===== src/rtl/kfpc_bus_pkg.sv =====
// Shared types for the KFPC-XT 8088-side bus logic: processor status codes,
// bus controller FSM states and small status classification helpers.
package kfpc_bus_pkg;

  typedef enum logic [2:0] {
    INTA    = 3'b000,
    IOR     = 3'b001,
    IOW     = 3'b010,
    HALT    = 3'b011,
    CODE    = 3'b100,
    MEMR    = 3'b101,
    MEMW    = 3'b110,
    PASSIVE = 3'b111
  } bus_status_t;

  typedef enum logic [2:0] {
    ARMED_WAIT = 3'd0,
    IDLE       = 3'd1,
    T1         = 3'd2,
    T2         = 3'd3,
    T3         = 3'd4,
    TW         = 3'd5,
    T4         = 3'd6
  } bus_state_t;

  // Cycles in which the data transceiver points towards the processor.
  function automatic logic is_receive_cycle(input bus_status_t s);
    return (s == INTA) || (s == IOR) || (s == CODE) || (s == MEMR);
  endfunction

  // Memory read strobe covers both opcode fetch and data read.
  function automatic logic is_mem_read(input bus_status_t s);
    return (s == CODE) || (s == MEMR);
  endfunction

endpackage


===== src/rtl/bus_command_generator.sv =====
// 8288-style bus controller: turns 8088 status into ALE, transceiver controls
// and active-low command strobes, walking T1/T2/T3/Tw/T4 with a wait timeout.
module bus_command_generator
  import kfpc_bus_pkg::*;
#(
  parameter int WRITE_ADVANCE  = 1,
  parameter int TIMEOUT_CYCLES = 255
) (
  input  logic       clock,
  input  logic       reset,
  input  logic [2:0] processor_status,
  input  logic       processor_ready,
  input  logic       address_enable_n,
  output logic       address_latch_enable,
  output logic       processor_transmit_or_receive_n,
  output logic       data_enable,
  output logic       memory_read_n,
  output logic       memory_write_n,
  output logic       io_read_n,
  output logic       io_write_n,
  output logic       interrupt_acknowledge_n,
  output logic       bus_cycle_busy,
  output logic       timeout_error
);

  localparam logic [7:0] TIMEOUT_LIMIT = 8'(TIMEOUT_CYCLES);
  localparam logic       TIMEOUT_ON    = (TIMEOUT_CYCLES != 0);
  localparam logic       WRITE_EARLY   = (WRITE_ADVANCE != 0);

  bus_state_t  state, next_state;
  bus_status_t cyc_status, next_cyc_status;
  bus_status_t live_status;
  logic [7:0]  wait_count, next_wait_count;
  logic        timeout_hit;

  logic next_busy, next_cmd_window, next_write_window;
  logic ale_d, dtr_n_d, den_d, mrd_n_d, mwr_n_d, ior_n_d, iow_n_d, inta_n_d, toerr_d;
  logic ale_q, dtr_n_q, den_q, mrd_n_q, mwr_n_q, ior_n_q, iow_n_q, inta_n_q, busy_q, toerr_q;

  assign live_status = bus_status_t'(processor_status);

  // Next-state logic: status is only looked at from IDLE and T4.
  always_comb begin
    next_state      = state;
    next_cyc_status = cyc_status;
    next_wait_count = wait_count;
    timeout_hit     = 1'b0;
    case (state)
      ARMED_WAIT: begin
        if (live_status == PASSIVE) next_state = IDLE;
      end
      IDLE: begin
        if (live_status != PASSIVE) begin
          next_state      = T1;
          next_cyc_status = live_status;
        end
      end
      T1: next_state = T2;
      T2: next_state = T3;
      T3: next_state = processor_ready ? T4 : TW;
      TW: begin
        if (TIMEOUT_ON && (wait_count == TIMEOUT_LIMIT)) begin
          next_state  = T4;
          timeout_hit = 1'b1;
        end else if (processor_ready) begin
          next_state = T4;
        end
      end
      T4: begin
        if (live_status != PASSIVE) begin
          next_state      = T1;
          next_cyc_status = live_status;
        end else begin
          next_state = IDLE;
        end
      end
      default: next_state = ARMED_WAIT;
    endcase
    // The counter holds the number of Tw states entered so far in this cycle.
    if (next_state == T1) next_wait_count = 8'd0;
    else if (next_state == TW) next_wait_count = wait_count + 8'd1;
  end

  // Output decode one clock ahead so every strobe leaves a flop.
  always_comb begin
    next_busy         = (next_state == T1) || (next_state == T2) || (next_state == T3) ||
                        (next_state == TW) || (next_state == T4);
    next_cmd_window   = (next_state == T2) || (next_state == T3) || (next_state == TW);
    next_write_window = (next_state == T3) || (next_state == TW) ||
                        (WRITE_EARLY && (next_state == T2));
    ale_d    = (next_state == T1);
    dtr_n_d  = !(next_busy && is_receive_cycle(next_cyc_status));
    den_d    = next_cmd_window && (next_cyc_status != HALT);
    mrd_n_d  = !(next_cmd_window && is_mem_read(next_cyc_status));
    ior_n_d  = !(next_cmd_window && (next_cyc_status == IOR));
    inta_n_d = !(next_cmd_window && (next_cyc_status == INTA));
    mwr_n_d  = !(next_write_window && (next_cyc_status == MEMW));
    iow_n_d  = !(next_write_window && (next_cyc_status == IOW));
    toerr_d  = timeout_hit;
  end

  // State, cycle status, wait counter and registered outputs.
  always_ff @(posedge clock) begin
    if (reset) begin
      state      <= ARMED_WAIT;
      cyc_status <= PASSIVE;
      wait_count <= 8'd0;
      ale_q      <= 1'b0;
      dtr_n_q    <= 1'b1;
      den_q      <= 1'b0;
      mrd_n_q    <= 1'b1;
      mwr_n_q    <= 1'b1;
      ior_n_q    <= 1'b1;
      iow_n_q    <= 1'b1;
      inta_n_q   <= 1'b1;
      busy_q     <= 1'b0;
      toerr_q    <= 1'b0;
    end else begin
      state      <= next_state;
      cyc_status <= next_cyc_status;
      wait_count <= next_wait_count;
      ale_q      <= ale_d;
      dtr_n_q    <= dtr_n_d;
      den_q      <= den_d;
      mrd_n_q    <= mrd_n_d;
      mwr_n_q    <= mwr_n_d;
      ior_n_q    <= ior_n_d;
      iow_n_q    <= iow_n_d;
      inta_n_q   <= inta_n_d;
      busy_q     <= next_busy;
      toerr_q    <= toerr_d;
    end
  end

  // DMA ownership masks the commands without disturbing the cycle timing.
  assign memory_read_n           = mrd_n_q  | ~address_enable_n;
  assign memory_write_n          = mwr_n_q  | ~address_enable_n;
  assign io_read_n               = ior_n_q  | ~address_enable_n;
  assign io_write_n              = iow_n_q  | ~address_enable_n;
  assign interrupt_acknowledge_n = inta_n_q | ~address_enable_n;

  assign address_latch_enable            = ale_q;
  assign processor_transmit_or_receive_n = dtr_n_q;
  assign data_enable                     = den_q;
  assign bus_cycle_busy                  = busy_q;
  assign timeout_error                   = toerr_q;

endmodule


===== config.mk =====
export PLATFORM = sky130hd
export DESIGN_NAME = bus_command_generator
export DESIGN_NICKNAME = d
export VERILOG_FILES = /design/src/rtl/kfpc_bus_pkg.sv /design/src/rtl/bus_command_generator.sv
export SDC_FILE = /design/constraint.sdc
export NUM_CORES = 1
export LEC_CHECK = 0
export BUFFER_PORTS_ARGS = -buffer_cell sky130_fd_sc_hd__buf_2
export CORE_MARGIN = 5
export CORE_UTILIZATION = 30
export DETAILED_ROUTE_END_ITERATION = 16
export GPL_ROUTABILITY_DRIVEN = 0
export GPL_TIMING_DRIVEN = 0
export PLACE_DENSITY = 0.46
export SETUP_SLACK_MARGIN = 0.02
export SYNTH_ARGS = -nofsm -noshare
export SYNTH_HDL_FRONTEND = slang
export SYNTH_SLANG_ARGS = --single-unit

===== constraint.sdc =====
create_clock -name clock -period 5.5 [get_ports clock]
set_input_delay 1.1 -clock clock [delete_from_list [all_inputs] [get_ports clock]]
set_output_delay 1.1 -clock clock [all_outputs]
set_load 0.01 [all_outputs]

======== Word-level counts from Yosys, hierarchy flattened ========
Cells that the tools add are included.
word-level totals
  register bits after elaboration ......... 24
  output and inout bits ................... 10
  word-level logic and storage cells ...... 81
cells by class
  bitwise gates (word level) .............. 7
  reductions and logical operators ........ 30
  multiplexer cells ....................... 10
  equality and inequality tests ........... 20
  add/subtract/negate cells ............... 1
operators with widths
  kind                                                 number
  equality test 3 bit, second input constant           10
  case mux 3 bit (7 select lines)                      1
  2-to-1 mux 3 bit                                     6
  equality test 3 x 2 -> 1 bit, second input constant  5
  logical OR 1 bit                                     12
  adder 8 x 1 -> 8 bit, second input constant          1
  equality test 8 bit, second input constant           1
  logical AND 1 bit                                    7
  equality test 3 x 1 -> 1 bit, second input constant  2
  logical NOT 1 bit                                    6
  logical NOT 3 bit                                    2
  OR reduction 2 bit                                   3
  OR 1 bit                                             5
  2-to-1 mux 2 bit                                     2
  != test 3 x 2 -> 1 bit, second input constant        1
  != test 3 bit, second input constant                 1
  inverter 1 bit                                       2
  2-to-1 mux 1 bit                                     1

======== Logic depth before layout (Yosys ltp) ========
  word-level depth ........................ 10
  mapped depth ............................ 9
  depth with buffers taken out ............ 9

======== Worst setup path before layout ========
Ideal clock, no wire load.
  kind .................................... input to output
  start point ............................. input address_enable_n
  end point ............................... output interrupt_acknowledge_n
  stages .................................. 1
  buffers on the path ..................... 0
  data required time ...................... 4.400 ns
  data arrival time ....................... 1.194 ns
  slack ................................... 3.206 ns
  cell sequence ........................... nand2b_1
on the way
  cells in the longest elaborated chain, start to end .. 2
ends and longest elaborated chain
  what             line                          text
  start, declared  bus_command_generator.sv:13   input logic address_enable_n,
  inverter 1 bit   bus_command_generator.sv:140  assign interrupt_acknowledge_n = inta_n_q | ~address_enable_n;
  OR 1 bit         bus_command_generator.sv:140
  end, declared    bus_command_generator.sv:21   output logic interrupt_acknowledge_n,
Every way passes these cells.

======== Worst setup path after layout ========
  start point ............................. input address_enable_n
  end point ............................... output io_write_n
on the way
  cells in the longest elaborated chain, start to end .. 2
ends and longest elaborated chain
  what            line                          text
  inverter 1 bit  bus_command_generator.sv:139  assign io_write_n = iow_n_q | ~address_enable_n;
  OR 1 bit        bus_command_generator.sv:139
  end, declared   bus_command_generator.sv:20   output logic io_write_n,
Every way passes these cells.

==> summary.md <==
| Metric | Value |
|---|---|
| Die X | `74.65 um` |
| Clock buffer depth | `2` |
| Flops & latches, synth | `24` |
| # nets final | `157` |
| Post-Synth XOR/XNOR Area | `4.890%` |
| Crit end category | `output port` |
| Layout cells sized above 1 | `23.81%` |
| Kind of critical path | `input port to output port` |
| Post-DP HPWL | `1974 um` |
| Initial Util | `31.12%` |
| Status | `finished, final reports clean` |
| Core Area | `0.004029 mm2` |
| Worst-path clk slew | `0.09 ns` |
| Comb pwr share | `30.4%` |
| Routed vias/inst | `4.919` |
| Most frequent cell after synthesis | `dfxtp_1` |
| Area of the multi-input gates | `728.2 um2` |
| HP Class | `register to register` |
| Clk network pwr share | `30.0%` |
| Syn_area_per_cell | `9.872 um2` |
| CP most frequent cell | `buf_2` |
| Netlist Area Pre-Place | `0.001254 mm2` |
| Port bufs | `16` |
| Post-CTS Setup Bufs | `0` |
| Leakage | `0.5628 nW` |
| Routed wire length | `2498 um` |
| Max cap viols | `0` |
| Cell Chain, Critical Path | `buf_2, nand2b_1, buf_2` |
| CTS Sinks | `24` |
| Post-route setup slack | `2.985 ns` |
| Area growth, synth to finish | `17.07%` |
| Net Sw Frac | `29.46%` |
| DRT iter0 DRCs | `13` |
| Largest net degree at the start of global routing | `15` |
| Root Buffer | `clkbuf_8` |
| Place WS | `2.975 ns` |
| Top_reg_cell synth | `dfxtp_1` |
| Post-Synthesis Net Count | `136` |
| Compound-Gate Fraction of Synth Area | `20.46%` |
| CP required | `4.40 ns` |
| Critical path launch point type | `input port` |
| Largest family of logic cells by synthesized area | `simple AND/OR/NAND/NOR gates` |
| TNS Setup | `0 ns` |
| Global-route wire length before repair | `4209 um` |
| Critical path fanouts, max | `5` |
| Overflow after GRT | `0` |
| Relative slew margins | `71.41%` |
| CTS tree | `done` |
| Most area-consuming cells after synthesis | `dfxtp_1 (38%), xor2_1 (4.9%), nand2b_1 (4.5%)` |
| Top cell type's share of synthesized area | `38.32%` |
| Post-route total power | `0.5110 mW` |
| Max frequency | `0.3976 GHz` |
| Antenna diode count | `0` |
| Design Area, Final | `0.001468 mm2` |
| Area occupied by registers | `480.5 um2` |
| Final Skew | `0.004761 ns` |
| Tcrit/Tclk final | `45.72%` |
| Sequential share of the synthesized area | `38.32%` |
| Mux cell area share after synthesis | `0.7984%` |
| Cell count after synthesis | `127` |
| Remaining DRCs | `0` |
| Drt first pass iters | `4` |
| Num rows | `23` |
| Worst-Skew Late Latency | `0.27 ns` |
| Adder-Cell Fraction of Synth Area | `1.996%` |
| Die height | `74.65 um` |
| CP peak stage delay | `0.13 ns` |
| R2r setup slk | `3.42 ns` |
| Hold buffer count at CTS | `0` |
| CTS resizes | `0` |
| Ports | `17` |
| Number of synthesized flops with an enable pin | `0` |
| Placed inst area | `0.001396 mm2` |
| Peak supply drop | `0.1716 mV` |
| Area leader, netlist | `dfxtp_1` |
| CP arrival | `1.41 ns` |
| Fill cells | `427` |
| H-tree levels | `1` |
| Total Die Area | `0.005572 mm2` |
| P_int | `0.3604 mW` |
| Post-placement cell count | `193` |
| Ys Warns | `0` |
| WP buf/inv | `2` |
| GRT Total Usage | `9.690%` |
| Simple-gate area share of the yosys netlist | `29.94%` |
| Vias in the first global route | `953` |
| Crit path max-delay cell type | `buf_2` |
| Via count | `969` |
| Initial antenna violation count | `0` |
| Fin crit period | `2.515 ns` |
| Sequential share of power | `39.5%` |
| Final hold vios | `0` |
| Slew Viols, Final | `0` |
| RSZ-0062 raised after global routing | `no` |
| CTS buffer count | `3` |
| Top cells by count, synth | `dfxtp_1 (24), nor2_1 (14), nand2b_1 (9)` |
| Async set-or-reset flop fraction in the synthesized netlist | `0%` |
| Crit path max-delay family | `buffers and inverters` |
| Power density over cell area | `348.2 mW/mm2` |
| P_sw | `0.1505 mW` |
| Routed length per instance | `12.68 um` |
| Netlist cell types | `50` |
| Worst-Margin Slew | `0.4288 ns` |
| Final setup viols | `0` |
| Final Non-Filler Cells | `197` |
| ANT nets after route | `0` |
==> cell type report <==
type / count / share of cell area (%)
plain buffers: 5 / 2.813
clock buffers: 3 / 2.813
clock inverters: 1 / 2.046
inverters: 1 / 0.2558
multi-input cells: 97 / 49.62
flip-flops and latches: 24 / 32.74
well taps: 50 / 4.263
repair buffers: 16 / 5.456
==> per-stage QoR <==
stage	hold WS [ns]	utilization (%)
CTS	0.5520	36.43
finish	0.5398	36.43
floorplan	0.4938	-
global placement	0.5180	34.66
detailed placement	0.5312	34.66
global route	0.6028	36.43
==> state kept, by name, summed over array words and instances (netlist names) <==
register and count:
address_latch_enable 1, bus_cycle_busy 1, cyc_status 3, data_enable 1
inta_n_q 1, ior_n_q 1, iow_n_q 1, mrd_n_q 1
mwr_n_q 1, processor_transmit_or_receive_n 1, state 3, timeout_error 1
wait_count 8
==> worst min-delay path, delay by kind of cell, from the launching register on <==
kind	cells	cell delay [ns]
flops	1	0.36
simple gates	1	0.07
xor+xnor	1	0.08
==> cell usage in the layout (no fill, tap or decap), drive strengths merged, types with 3 or more instances in the layout <==
cell type,synthesis,final
nand2,3,3
a21oi,7,7
nor2,14,14
o21ai,4,4
nand4,7,7
o211ai,3,3
clkbuf,1,4
and3,4,4
dfxtp,24,24
xor2,7,7
nor3b,3,3
nand2b,10,10
buf,4,20
==> path summary, 6_finish.rpt <==
path,endpoint,cells past startpoint,start
setup / recovery,io_write_n,3,address_enable_n
hold / removal,wait_count[7],2,wait_count[7]
setup reg to reg,processor_transmit_or_receive_n,7,wait_count[0]
hold reg to reg,wait_count[7],2,wait_count[7]
==> routing by layer <==
layer | global-route usage, % | routed length, um
met5 | 0 | 0
met4 | 1.186 | 18
met3 | 3.071 | 131
met2 | 16.49 | 1188
met1 | 12.42 | 1160
==> power by group through the flow <==
stage	Sequential, mW	Combinational, mW	Clock (mW)
final	0.202	0.155	0.153
after floorplan	0.208	0.117	0
after detailed placement	0.206	0.155	0
after CTS	0.202	0.156	0.159
after global placement	0.207	0.157	0
after global routing	0.205	0.170	0.164
==> kinds of logic after synthesis <==
kind of cell / after synthesis
AOI/OAI and AO/OA: 29
xor gates and xnor gates: 7
adders and majority gates: 2
buffers and inverters: 6
DFF: 24
muxes: 1
and+or+nand+nor: 58
No activity file was read; power rests on OpenSTA's default activity.
